==> src/rtl/bally_pkg.sv <==
// Shared types and helpers for the Bally cart/BIOS loader.
package bally_pkg;

  typedef enum logic [2:0] {
    IDLE,
    LOAD,
    CALC,
    MIR_RD,
    MIR_WAIT,
    MIR_WR,
    FILL,
    FIN
  } ldr_state_t;

  localparam logic [7:0] IDX_BIOS = 8'd0;
  localparam logic [7:0] IDX_CART = 8'd1;

  // Smallest power of two >= v (v == 0 yields 1); 65536 needs the 17th bit.
  function automatic logic [16:0] next_pow2(input logic [15:0] v);
    logic [16:0] p;
    p = 17'd1;
    for (int i = 0; i < 16; i++) begin
      if (p < {1'b0, v}) p = p << 1;
    end
    return p;
  endfunction

endpackage

==> src/rtl/bally_mirror_seq.sv <==
// Post-download sequencer: sizes the mirror block, then replicates it (or pads)
// across the whole RAM window one byte at a time.
module bally_mirror_seq
  import bally_pkg::*;
#(
  parameter int         ADDR_W  = 13,
  parameter int         MIN_BLK = 256,
  parameter logic [7:0] PAD     = 8'hFF
) (
  input  logic              clk_sys,
  input  logic              reset,
  input  ldr_state_t        state_q,
  input  logic [15:0]       img_size,
  input  logic [7:0]        ram_q,
  output ldr_state_t        seq_nxt,
  output logic              seq_ld,
  output logic              seq_we,
  output logic [ADDR_W-1:0] seq_addr,
  output logic [7:0]        seq_data
);

  localparam logic [16:0] WIN   = 17'd1 << ADDR_W;
  localparam logic [15:0] MIN_B = 16'(MIN_BLK);

  logic [ADDR_W-1:0] ptr_q, ptr_d;
  logic [ADDR_W-1:0] blk_q, blk_d;
  logic [16:0]       blk_req;
  logic [ADDR_W-1:0] mask;
  logic              last;

  always_comb begin
    blk_req  = next_pow2((img_size > MIN_B) ? img_size : MIN_B);
    mask     = blk_q - ADDR_W'(1);
    last     = &ptr_q;
    ptr_d    = ptr_q;
    blk_d    = blk_q;
    seq_nxt  = state_q;
    seq_ld   = 1'b0;
    seq_we   = 1'b0;
    seq_addr = ptr_q;
    seq_data = PAD;
    case (state_q)
      CALC: begin
        if (img_size == 16'd0) begin
          ptr_d   = '0;
          seq_nxt = FILL;
        end else if (blk_req >= WIN) begin
          seq_nxt = FIN;
        end else begin
          // Destination starts right after the first block; source wraps inside it.
          blk_d   = blk_req[ADDR_W-1:0];
          ptr_d   = blk_req[ADDR_W-1:0];
          seq_nxt = MIR_RD;
        end
      end
      MIR_RD: begin
        seq_ld   = 1'b1;
        seq_addr = ptr_q & mask;
        seq_nxt  = MIR_WAIT;
      end
      MIR_WAIT: seq_nxt = MIR_WR;
      MIR_WR: begin
        seq_ld   = 1'b1;
        seq_we   = 1'b1;
        seq_data = ram_q;
        ptr_d    = ptr_q + ADDR_W'(1);
        seq_nxt  = last ? FIN : MIR_RD;
      end
      FILL: begin
        seq_ld  = 1'b1;
        seq_we  = 1'b1;
        ptr_d   = ptr_q + ADDR_W'(1);
        seq_nxt = last ? FIN : FILL;
      end
      default: ;
    endcase
  end

  always_ff @(posedge clk_sys or posedge reset) begin
    if (reset) begin
      ptr_q <= '0;
      blk_q <= '0;
    end else begin
      ptr_q <= ptr_d;
      blk_q <= blk_d;
    end
  end

endmodule

==> src/rtl/bally_cart_loader.sv <==
// Turns the HPS download stream into cart/BIOS dpram writes, records the image
// size, then mirrors short images across the window while holding busy.
module bally_cart_loader
  import bally_pkg::*;
#(
  parameter int         ADDR_W  = 13,
  parameter int         MIN_BLK = 256,
  parameter logic [7:0] PAD     = 8'hFF
) (
  input  logic              clk_sys,
  input  logic              reset,
  input  logic              ioctl_download,
  input  logic              ioctl_wr,
  input  logic [24:0]       ioctl_addr,
  input  logic [7:0]        ioctl_dout,
  input  logic [7:0]        ioctl_index,
  input  logic [7:0]        ram_q,
  output logic [ADDR_W-1:0] ram_addr,
  output logic [7:0]        ram_data,
  output logic              ram_we_cart,
  output logic              ram_we_bios,
  output logic              busy,
  output logic              done,
  output logic              overflow,
  output logic [15:0]       img_size
);

  ldr_state_t        state_q, state_d;
  logic              dl_q;
  logic              tgt_q, tgt_d;
  logic              busy_q, busy_d;
  logic              done_q, done_d;
  logic              ovf_q, ovf_d;
  logic [15:0]       img_q, img_d;
  logic [ADDR_W-1:0] addr_q, addr_d;
  logic [7:0]        data_q, data_d;
  logic              we_cart_q, we_cart_d;
  logic              we_bios_q, we_bios_d;

  logic              rise, fall, in_win, wr_en;
  logic [25:0]       end_addr;
  logic [15:0]       wr_size;

  ldr_state_t        seq_nxt;
  logic              seq_ld, seq_we;
  logic [ADDR_W-1:0] seq_addr;
  logic [7:0]        seq_data;

  bally_mirror_seq #(
    .ADDR_W (ADDR_W),
    .MIN_BLK(MIN_BLK),
    .PAD    (PAD)
  ) u_seq (
    .clk_sys (clk_sys),
    .reset   (reset),
    .state_q (state_q),
    .img_size(img_q),
    .ram_q   (ram_q),
    .seq_nxt (seq_nxt),
    .seq_ld  (seq_ld),
    .seq_we  (seq_we),
    .seq_addr(seq_addr),
    .seq_data(seq_data)
  );

  always_comb begin
    rise     = ioctl_download & ~dl_q;
    fall     = ~ioctl_download & dl_q;
    in_win   = (ioctl_addr[24:ADDR_W] == '0);
    end_addr = {1'b0, ioctl_addr} + 26'd1;
    wr_size  = (end_addr > 26'h00_FFFF) ? 16'hFFFF : end_addr[15:0];

    state_d = state_q;
    tgt_d   = tgt_q;
    busy_d  = busy_q;
    done_d  = 1'b0;
    ovf_d   = ovf_q;
    img_d   = img_q;
    addr_d  = addr_q;
    data_d  = data_q;
    wr_en   = 1'b0;

    case (state_q)
      IDLE: begin
        if (rise && (ioctl_index == IDX_BIOS || ioctl_index == IDX_CART)) begin
          tgt_d   = ioctl_index[0];
          img_d   = '0;
          ovf_d   = 1'b0;
          busy_d  = 1'b1;
          state_d = LOAD;
        end
      end
      LOAD: begin
        if (ioctl_wr) begin
          if (in_win) begin
            addr_d = ioctl_addr[ADDR_W-1:0];
            data_d = ioctl_dout;
            wr_en  = 1'b1;
          end else begin
            ovf_d = 1'b1;
          end
          if (wr_size > img_q) img_d = wr_size;
        end
        // A strobe coinciding with the falling edge is still taken above.
        if (fall) state_d = CALC;
      end
      FIN: begin
        done_d  = 1'b1;
        busy_d  = 1'b0;
        state_d = IDLE;
      end
      default: begin
        state_d = seq_nxt;
        if (seq_ld) addr_d = seq_addr;
        if (seq_we) begin
          data_d = seq_data;
          wr_en  = 1'b1;
        end
      end
    endcase

    we_cart_d = wr_en & tgt_q;
    we_bios_d = wr_en & ~tgt_q;
  end

  always_ff @(posedge clk_sys or posedge reset) begin
    if (reset) begin
      state_q   <= IDLE;
      dl_q      <= 1'b0;
      tgt_q     <= 1'b0;
      busy_q    <= 1'b0;
      done_q    <= 1'b0;
      ovf_q     <= 1'b0;
      img_q     <= '0;
      addr_q    <= '0;
      data_q    <= '0;
      we_cart_q <= 1'b0;
      we_bios_q <= 1'b0;
    end else begin
      state_q   <= state_d;
      dl_q      <= ioctl_download;
      tgt_q     <= tgt_d;
      busy_q    <= busy_d;
      done_q    <= done_d;
      ovf_q     <= ovf_d;
      img_q     <= img_d;
      addr_q    <= addr_d;
      data_q    <= data_d;
      we_cart_q <= we_cart_d;
      we_bios_q <= we_bios_d;
    end
  end

  assign ram_addr    = addr_q;
  assign ram_data    = data_q;
  assign ram_we_cart = we_cart_q;
  assign ram_we_bios = we_bios_q;
  assign busy        = busy_q;
  assign done        = done_q;
  assign overflow    = ovf_q;
  assign img_size    = img_q;

endmodule

==> config.mk <==
export PLATFORM = sky130hd
export DESIGN_NAME = bally_cart_loader
export DESIGN_NICKNAME = d
export VERILOG_FILES = /design/src/rtl/bally_pkg.sv /design/src/rtl/bally_mirror_seq.sv /design/src/rtl/bally_cart_loader.sv
export SDC_FILE = /design/constraint.sdc
export NUM_CORES = 1
export LEC_CHECK = 0
export ABC_AREA = 1
export CORE_UTILIZATION = 32
export CTS_CLUSTER_SIZE = 16
export DETAILED_ROUTE_END_ITERATION = 10
export PLACE_DENSITY = 0.6
export SLEW_MARGIN = 20
export SYNTH_ARGS = -nofsm -noshare
export SYNTH_HDL_FRONTEND = slang
export SYNTH_SLANG_ARGS = --single-unit
==> constraint.sdc <==
create_clock -name clk_sys -period 23.6 [get_ports clk_sys]
set_clock_uncertainty 0.15 [all_clocks]
set_input_delay 3.54 -clock clk_sys [delete_from_list [all_inputs] [get_ports clk_sys]]
set_output_delay 3.54 -clock clk_sys [all_outputs]
set_load 0.005 [all_outputs]
Yosys cells after proc, flatten, opt, wreduce, memory -nomap -nowiden
Index checks and enable logic that the tools add are counted.
W data, S select, Z words.

word-level totals
  bits in registers = 73
  input port bits = 53
  output and inout bits = 42
  logic and storage cells = 143

operators by class
  add/subtract/negate cells = 3
  order comparisons = 20
  eq/ne operators = 15
  multiplexer cells = 56
  bitwise operators = 11
  reductions and logical operators = 25

operators with widths
  operator                 count
  $mux W17                 15
  $lt A17 B16 Y1           14
  $mux W16                 5
  $mux W13                 6
  $pmux W13 S2             2
  $mux W8                  4
  $pmux W16 S2             1
  $add A25 B1 Y26 const B  1
  $gt A26 B16 Y1 const B   1
  $ge A17 B14 Y1 const B   1
  $gt A16 B16 Y1           1
  $gt A16 B9 Y1 const B    1
  $logic_not A16 Y1        1
  $lt A1 B16 Y1 const A    1
  $lt A2 B16 Y1            1
  $pmux W8 S2              1
  $reduce_and A4 Y1        4
  $mux W3                  5
  $pmux W3 S5              1
  $add A13 B1 Y13 const B  1
  $and A13 B13 Y13         1
  $reduce_and A13 Y1       1
  $sub A13 B1 Y13 const B  1
  $eq A3 B3 Y1 const B     4
  other kinds (22)         56

Depth between registers and ports, before layout
  word-level depth = 39
  gate-level depth with buffers = 94
  depth with buffers taken out = 91

By module
Synthesis repeated with hierarchy kept, for this count alone.

second synthesis, totals
  cells, all modules = 1291
  area, all modules = 8629.5 sq um

modules (own cells, without submodules)
  module             times used  cells an instance  area each (sq um)  sequential area each (sq um)
  bally_mirror_seq   1           815                5094.9             650.6
  bally_cart_loader  1           476                3534.6             1176.1

Worst setup path after synthesis
No wires, ideal clock.

  path kind = reg-to-reg
  start point = register img_q[12] (netlist: img_size[12])
  end point = register u_seq.ptr_q[2]
  library setup time = 120 ps
  data arrival time = 11285 ps
  required time = 23330 ps
  setup slack = 12044 ps
  cell stages (with the launch flop) = 88
  path buffers = 3
  period minus slack after synthesis = 11556 ps
  cells stage by stage = dfrtp_1 -> nor2_1 -> nand2_2 -> nor2_2 -> nand2_4 -> nand2_1 -> inv_1 -> nand2_1 -> ha_1 -> nand2_1 -> inv_1 -> nand2_1 -> nor2_1 -> nand2_1 -> nor2_2 -> nand2_4 -> nand2_4 -> nor2_1 -> [52 not listed] -> clkbuf_1 -> nand3_1 -> nand2_1 -> ha_1 -> nand2_1 -> nor2_1 -> nand4_1 -> nor4_1 -> nand2_1 -> nand3_1 -> inv_1 -> nand2_2 -> nand3_2 -> nand2_4 -> nand2_4 -> buf_6 -> nand2_1 -> nand2_1

on the way
  cells in the longest elaborated chain, start to end = 37
  elaborated cells on any way between the ends = 41
  classes of those cells = order compare: 18; eq/ne: 1; mux: 20; reduce/logical: 2

ends and longest elaborated chain
  what                                                         line                      RTL
  start: declaration                                           bally_cart_loader.sv:34   logic [15:0] img_q, img_d;
  start signal: assignment                                     bally_cart_loader.sv:146  img_q <= img_d;
  $gt A16 B9 Y1                                                bally_mirror_seq.sv:32    blk_req = next_pow2((img_size > MIN_B) ? img_size : MIN_B);
  $mux W16                                                     bally_mirror_seq.sv:32
  $lt A1 B16 Y1                                                bally_pkg.sv:23           if (p < {1'b0, v}) p = p << 1;
  $mux W2                                                      bally_pkg.sv:23
  $lt A2 B16 Y1                                                bally_pkg.sv:23
  $mux W17                                                     bally_pkg.sv:23
  $lt A17 B16 Y1                                               bally_pkg.sv:23
  $mux W17                                                     bally_pkg.sv:23
  [21 not listed]                                              -
  $mux W17                                                     bally_pkg.sv:23
  $lt A17 B16 Y1                                               bally_pkg.sv:23
  $mux W17                                                     bally_pkg.sv:23
  $lt A17 B16 Y1                                               bally_pkg.sv:23
  $mux W17                                                     bally_pkg.sv:23
  $ge A17 B14 Y1 or $mux W13 (tied branches)                   bally_mirror_seq.sv:47    end else if (blk_req >= WIN) begin
  $ne A3 B2 Y1 (no line) or $mux W13 (tied branches)           -
  $reduce_and A2 Y1 (no line) or $pmux W13 S2 (tied branches)  -
  end signal: assignment                                       bally_mirror_seq.sv:84    ptr_q <= ptr_d;
  end: declaration                                             bally_mirror_seq.sv:25    logic [ADDR_W-1:0] ptr_q, ptr_d;

Parallel ways exist; a longest one is shown, timed or not. The select of a mux whose other input is x is not followed.
A chain may end at the register's enable or synchronous reset.

Worst setup path after layout
  start point = register img_q[15] (netlist: img_size[15])
  end point = register u_seq.blk_q[12]

on the way
  cells in the longest elaborated chain, start to end = 37
  elaborated cells on any way between the ends = 39
  classes of those cells = order compare: 18; mux: 17; bitwise: 2; reduce/logical: 2

ends and longest elaborated chain
  what                         line                    RTL
  $gt A16 B9 Y1                bally_mirror_seq.sv:32
  $mux W16                     bally_mirror_seq.sv:32
  $lt A1 B16 Y1                bally_pkg.sv:23
  $mux W2                      bally_pkg.sv:23
  $lt A2 B16 Y1                bally_pkg.sv:23
  $mux W17                     bally_pkg.sv:23
  $lt A17 B16 Y1               bally_pkg.sv:23
  $mux W17                     bally_pkg.sv:23
  [21 not listed]              -
  $mux W17                     bally_pkg.sv:23
  $lt A17 B16 Y1               bally_pkg.sv:23
  $mux W17                     bally_pkg.sv:23
  $lt A17 B16 Y1               bally_pkg.sv:23
  $mux W17                     bally_pkg.sv:23
  $ge A17 B14 Y1               bally_mirror_seq.sv:47
  $not A1 Y1 (no line)         -
  $reduce_and A3 Y1 (no line)  -
  end signal: assignment       bally_mirror_seq.sv:85  blk_q <= blk_d;
  end: declaration             bally_mirror_seq.sv:26  logic [ADDR_W-1:0] blk_q, blk_d;

Parallel ways exist; a longest one is shown, timed or not.

==> impl_summary.log <==
INFO  metric avgRoutedWirePerCell = roughly 15 um
INFO  metric synth-seq-cells = 73
INFO  metric final_cells = 1621
INFO  metric finalNetCount = roughly 1500
INFO  metric ff2ff_setup_slack = around 9.1 ns
INFO  metric timing.critical_path.from_type = register
INFO  metric post_synth_main_area_contributors = sky130_fd_sc_hd__dfrtp_1 23%, sky130_fd_sc_hd__ha_1 18%, sky130_fd_sc_hd__nand2_1 13%
INFO  metric p_leak = 4.880 nW
INFO  metric worst_hold_path_type = register to register
INFO  metric ctsHoldBuffers = 0
INFO  metric post_cts_buffers = 0
INFO  metric synth.cell_area = slightly below 8000 um2
INFO  metric routabilityCongestion = 0.9100
INFO  metric ys_seq_area_share = 23.09%
INFO  metric tns = 0 ns
INFO  metric fin_area = 9708 um2
INFO  metric cp_data_arrival_time = 14.54 ns
INFO  metric dieWidth = between 150 and 200 um
INFO  metric core_area = 24250 um2
INFO  metric setup_violations = 0
INFO  metric dp.final_hpwl = between 15 and 20 mm
INFO  metric clk_root_buf = sky130_fd_sc_hd__clkbuf_16
INFO  metric fillers = about 2600
INFO  metric first_iter_violations = 458
INFO  metric drt_pre_antenna_iters = 5
INFO  metric maxSlewViolCount = 0
INFO  metric clkPwrFrac = between 10% and 20%
INFO  metric buffer_ports.inserted = 94
INFO  metric n_antenna_cell = 0
INFO  metric fmax = between 60 and 70 MHz
INFO  metric final_min_period_over_clock_period = approximately 61%
INFO  metric design.die.area = 25350 um2
INFO  metric cp-startpoint = img_size[15]
INFO  metric pre_cts_ws = ~9.3 ns
INFO  metric first_global_vias = about 7500
INFO  metric crit_top_cell = sky130_fd_sc_hd__nand2_1
INFO  metric postRouteWirelength = 23.70 mm
INFO  metric cts_tree = done
INFO  metric critical_path.reg2reg.endpoint = u_seq.blk_q[12]
INFO  metric combPwrFrac = 68.5%
INFO  metric cts.path.max_buffers = 2
INFO  metric placed_cell_area = ~9400 um2
INFO  metric seqPwrFrac = 18.7%
INFO  metric wl_met2 = 10.93 mm
INFO  metric ys.warnings.count = 0
INFO  metric finalHoldWorstSlack = 0.3039 ns
INFO  metric worst_ir_drop_vdd = approximately 52 uV
INFO  metric io_pins = 95
INFO  metric grt.overflow.total = 0
INFO  metric max_cap_violations = 0
INFO  metric cts_sinks = 73
INFO  metric initial_util = between 30% and 40%
INFO  metric met3_length = about 1.3 mm
INFO  metric ys_types = 51
INFO  metric grtUsageTotal = a little under a fifth
INFO  metric fp_rows = 57
INFO  metric drive_gt1_share = under 10%
INFO  metric maxUsedRoutingLayer = met4
INFO  metric path_class = register to register
INFO  metric post-route-worst-setup-slack = just over 9 ns
INFO  metric most_used_flip_flop_cell_after_synthesis = sky130_fd_sc_hd__dfrtp_1
INFO  metric synthCells = between 1000 and 1500
INFO  metric timing.critical_path.fanout_max = 20
INFO  metric clk-insertion-delay-late = 0.34 ns
INFO  metric detail_route.wirelength.met1 = about 11 mm
INFO  metric timing.critical_path.slowest_stage_cell = sky130_fd_sc_hd__nor2_1
INFO  metric end_kind = register
INFO  metric worst_setup_path_endpoint = u_seq.blk_q[12]
INFO  metric timing.rr.start = img_size[15]
INFO  metric place.detailed.instances = between 1500 and 2000
INFO  metric drt_drc_violations_left = 0
INFO  metric outcome = finished, final reports clean
INFO  metric r2r.worst_path.cells = 82
INFO  metric synth_top_area_cell = sky130_fd_sc_hd__dfrtp_1
INFO  metric power.switching_fraction = around half
INFO  metric synth-edff-count = 0
INFO  metric htreeDepth = 3
INFO  metric detail_route.vias_per_cell = 4.958
INFO  metric numCtsBuffers = 9
INFO  metric asyncSetResetFlopFracSynth = 100.0%
INFO  metric cts.reportedPaths.clkPinSlew = roughly 0.060 ns
INFO  metric cp_data_required_time = ~24 ns
INFO  metric antenna_left = 0
INFO  metric grt_max_degree = 74
INFO  metric detailroute.via_count = 8037
INFO  metric switching_power = ~640 uW
INFO  metric worst-slew-pin-transition = about 0.95 ns
INFO  metric global_route_wire_length_before_repair = a little under 40 mm
INFO  metric antenna_found_initial = 0
INFO  metric report.final.hold_viol_count = 0
INFO  metric timing.critical_path.slowest_cell_delay = around 0.63 ns
INFO  metric min_period = about 14 ns
INFO  metric area_grow_syn2layout = 22.73%
INFO  metric rsz0062_at_grt = no
INFO  metric timing.max_slew.rel_slack = 36.62%
INFO  metric intPower = 596.6 uW
INFO  metric cts-resized-gates = 0
INFO  metric power.density_cell_area = ~130 nW/um2
INFO  metric syn-mean-instance-area = ~7 um2
INFO  metric fp.dieH = ~160 um
INFO  metric yosys.area.top_type_share = between 20% and 30%
-- layout make-up --
type | instances | area [um2] | share of cell area (%)
Multi-Input combinational cell | 968 | 5620 | 57.89
Sequential cell | 73 | 1827 | 18.82
Timing Repair Buffer | 100 | 985.9 | 10.16
Inverter | 140 | 525.5 | 5.413
Tap cell | 324 | 405.4 | 4.176
Clock buffer | 10 | 229.0 | 2.359
Clock inverter | 6 | 115.1 | 1.186
-- cell usage in the layout (no fill, tap or decap), types with 3 or more instances in the layout --
cell                              synthesis  routed
sky130_fd_sc_hd__inv_2                    5       6
sky130_fd_sc_hd__conb_1                   2      44
sky130_fd_sc_hd__and2_1                  13      13
sky130_fd_sc_hd__o21bai_1                 3       3
sky130_fd_sc_hd__nand3_2                 20      20
sky130_fd_sc_hd__dfrtp_1                 73      73
sky130_fd_sc_hd__clkdlybuf4s50_1          0      94
sky130_fd_sc_hd__o21ai_0                 60      60
sky130_fd_sc_hd__bufinv_16                0       3
sky130_fd_sc_hd__nand2_1                284     284
sky130_fd_sc_hd__xor2_1                   8       8
sky130_fd_sc_hd__xnor2_1                  8       8
sky130_fd_sc_hd__a211oi_1                 3       3
sky130_fd_sc_hd__clkbuf_16                0       9
sky130_fd_sc_hd__a31oi_1                  9       9
sky130_fd_sc_hd__nand3_1                 95      95
sky130_fd_sc_hd__nor2_4                   4       4
sky130_fd_sc_hd__a21oi_1                 69      69
sky130_fd_sc_hd__nor2_2                   6       6
sky130_fd_sc_hd__nand2_4                  5       5
sky130_fd_sc_hd__nor4_1                   6       6
sky130_fd_sc_hd__or2_2                    4       4
sky130_fd_sc_hd__o22ai_1                 12      12
sky130_fd_sc_hd__buf_4                    1       6
sky130_fd_sc_hd__inv_1                  134     133
sky130_fd_sc_hd__o211ai_1                 7       7
sky130_fd_sc_hd__ha_1                   114     114
sky130_fd_sc_hd__nor3_1                  15      15
sky130_fd_sc_hd__o21ai_1                 13      13
sky130_fd_sc_hd__nand4_1                 26      26
sky130_fd_sc_hd__nand2_2                  9       9
sky130_fd_sc_hd__nor2_1                 106     106
sky130_fd_sc_hd__a21o_1                   4       4
-- synth_stat cells (all sizes together), types with 7 or more instances --
cell	count
nand3	117
a31oi	9
xor2	8
nand2	298
xnor2	8
o21ai	73
a21oi	69
nor4	7
clkbuf	14
nand4	26
dfrtp	73
ha	114
inv	139
and2	13
o211ai	7
o22ai	12
nor2	116
nor3	16
buf	7
-- per-stage QoR --
| step | utilization (%) | power (mW) |
|---|---|---|
| 5_1_grt | 40.04 | 1.367 |
| 6_report | 40.04 | 1.234 |
| 3_3_place_gp | 38.62 | 1.062 |
| 3_5_place_dp | 38.62 | 1.067 |
| 4_1_cts | 40.04 | 1.231 |
| 2_1_floorplan | - | 0.7921 |
-- power by group through the flow --
stage               clock (mW)  sequential (mW)  combinational [mW]
floorplan                    0            0.219               0.573
finish                   0.158            0.231               0.845
detailed placement           0            0.232               0.834
CTS                      0.161            0.231               0.839
global route             0.167            0.239               0.962
global placement             0            0.231               0.830
-- logic make-up after synthesis --
family,share of synthesized area [%]
AO/OA/AOI/OAI,13.11
XOR/XNOR,1.772
adder cells (fa/ha/maj),18.03
buffers and inverters,7.846
flip-flops,23.09
multiplexers,0.1423
other,0.09494
AND/OR/NAND/NOR,35.91
-- worst min-delay path by stage --
stage	start	to	slack (ns)	depth (start not counted)
6_report	tgt_q	ram_we_bios	0.30	1
5_1_grt	tgt_q	ram_we_bios	0.32	1
4_1_cts	tgt_q	ram_we_bios	0.30	1
3_5_place_dp	tgt_q	ram_we_bios	0.30	1
3_3_place_gp	tgt_q	ram_we_bios	0.29	1
2_1_floorplan	tgt_q	ram_we_bios	0.27	1
-- critical path, delay by kind of cell (launching register included) --
family / cells / cell delay (ns)
AND/OR/NAND/NOR: 59 / 9.01
adder cells (fa/ha/maj): 8 / 2.20
buffers and inverters: 7 / 1.43
AO/OA/AOI/OAI: 8 / 1.03
flip-flops: 1 / 0.52
-- sequential cells by signal, indices dropped and copies added (netlist names), 3 cells and up --
register and cells:
img_size 16, ram_addr 13, u_seq.blk_q 13, u_seq.ptr_q 13, ram_data 8, state_q 3
-- layer usage --
metal	GRT usage, %	vias up
li1	-	4133
met5	0	-
met2	31.34	233
met4	5.638	0
met3	3.308	34
met1	24.90	3637
Note: power is estimated with default switching activity, not from simulation.
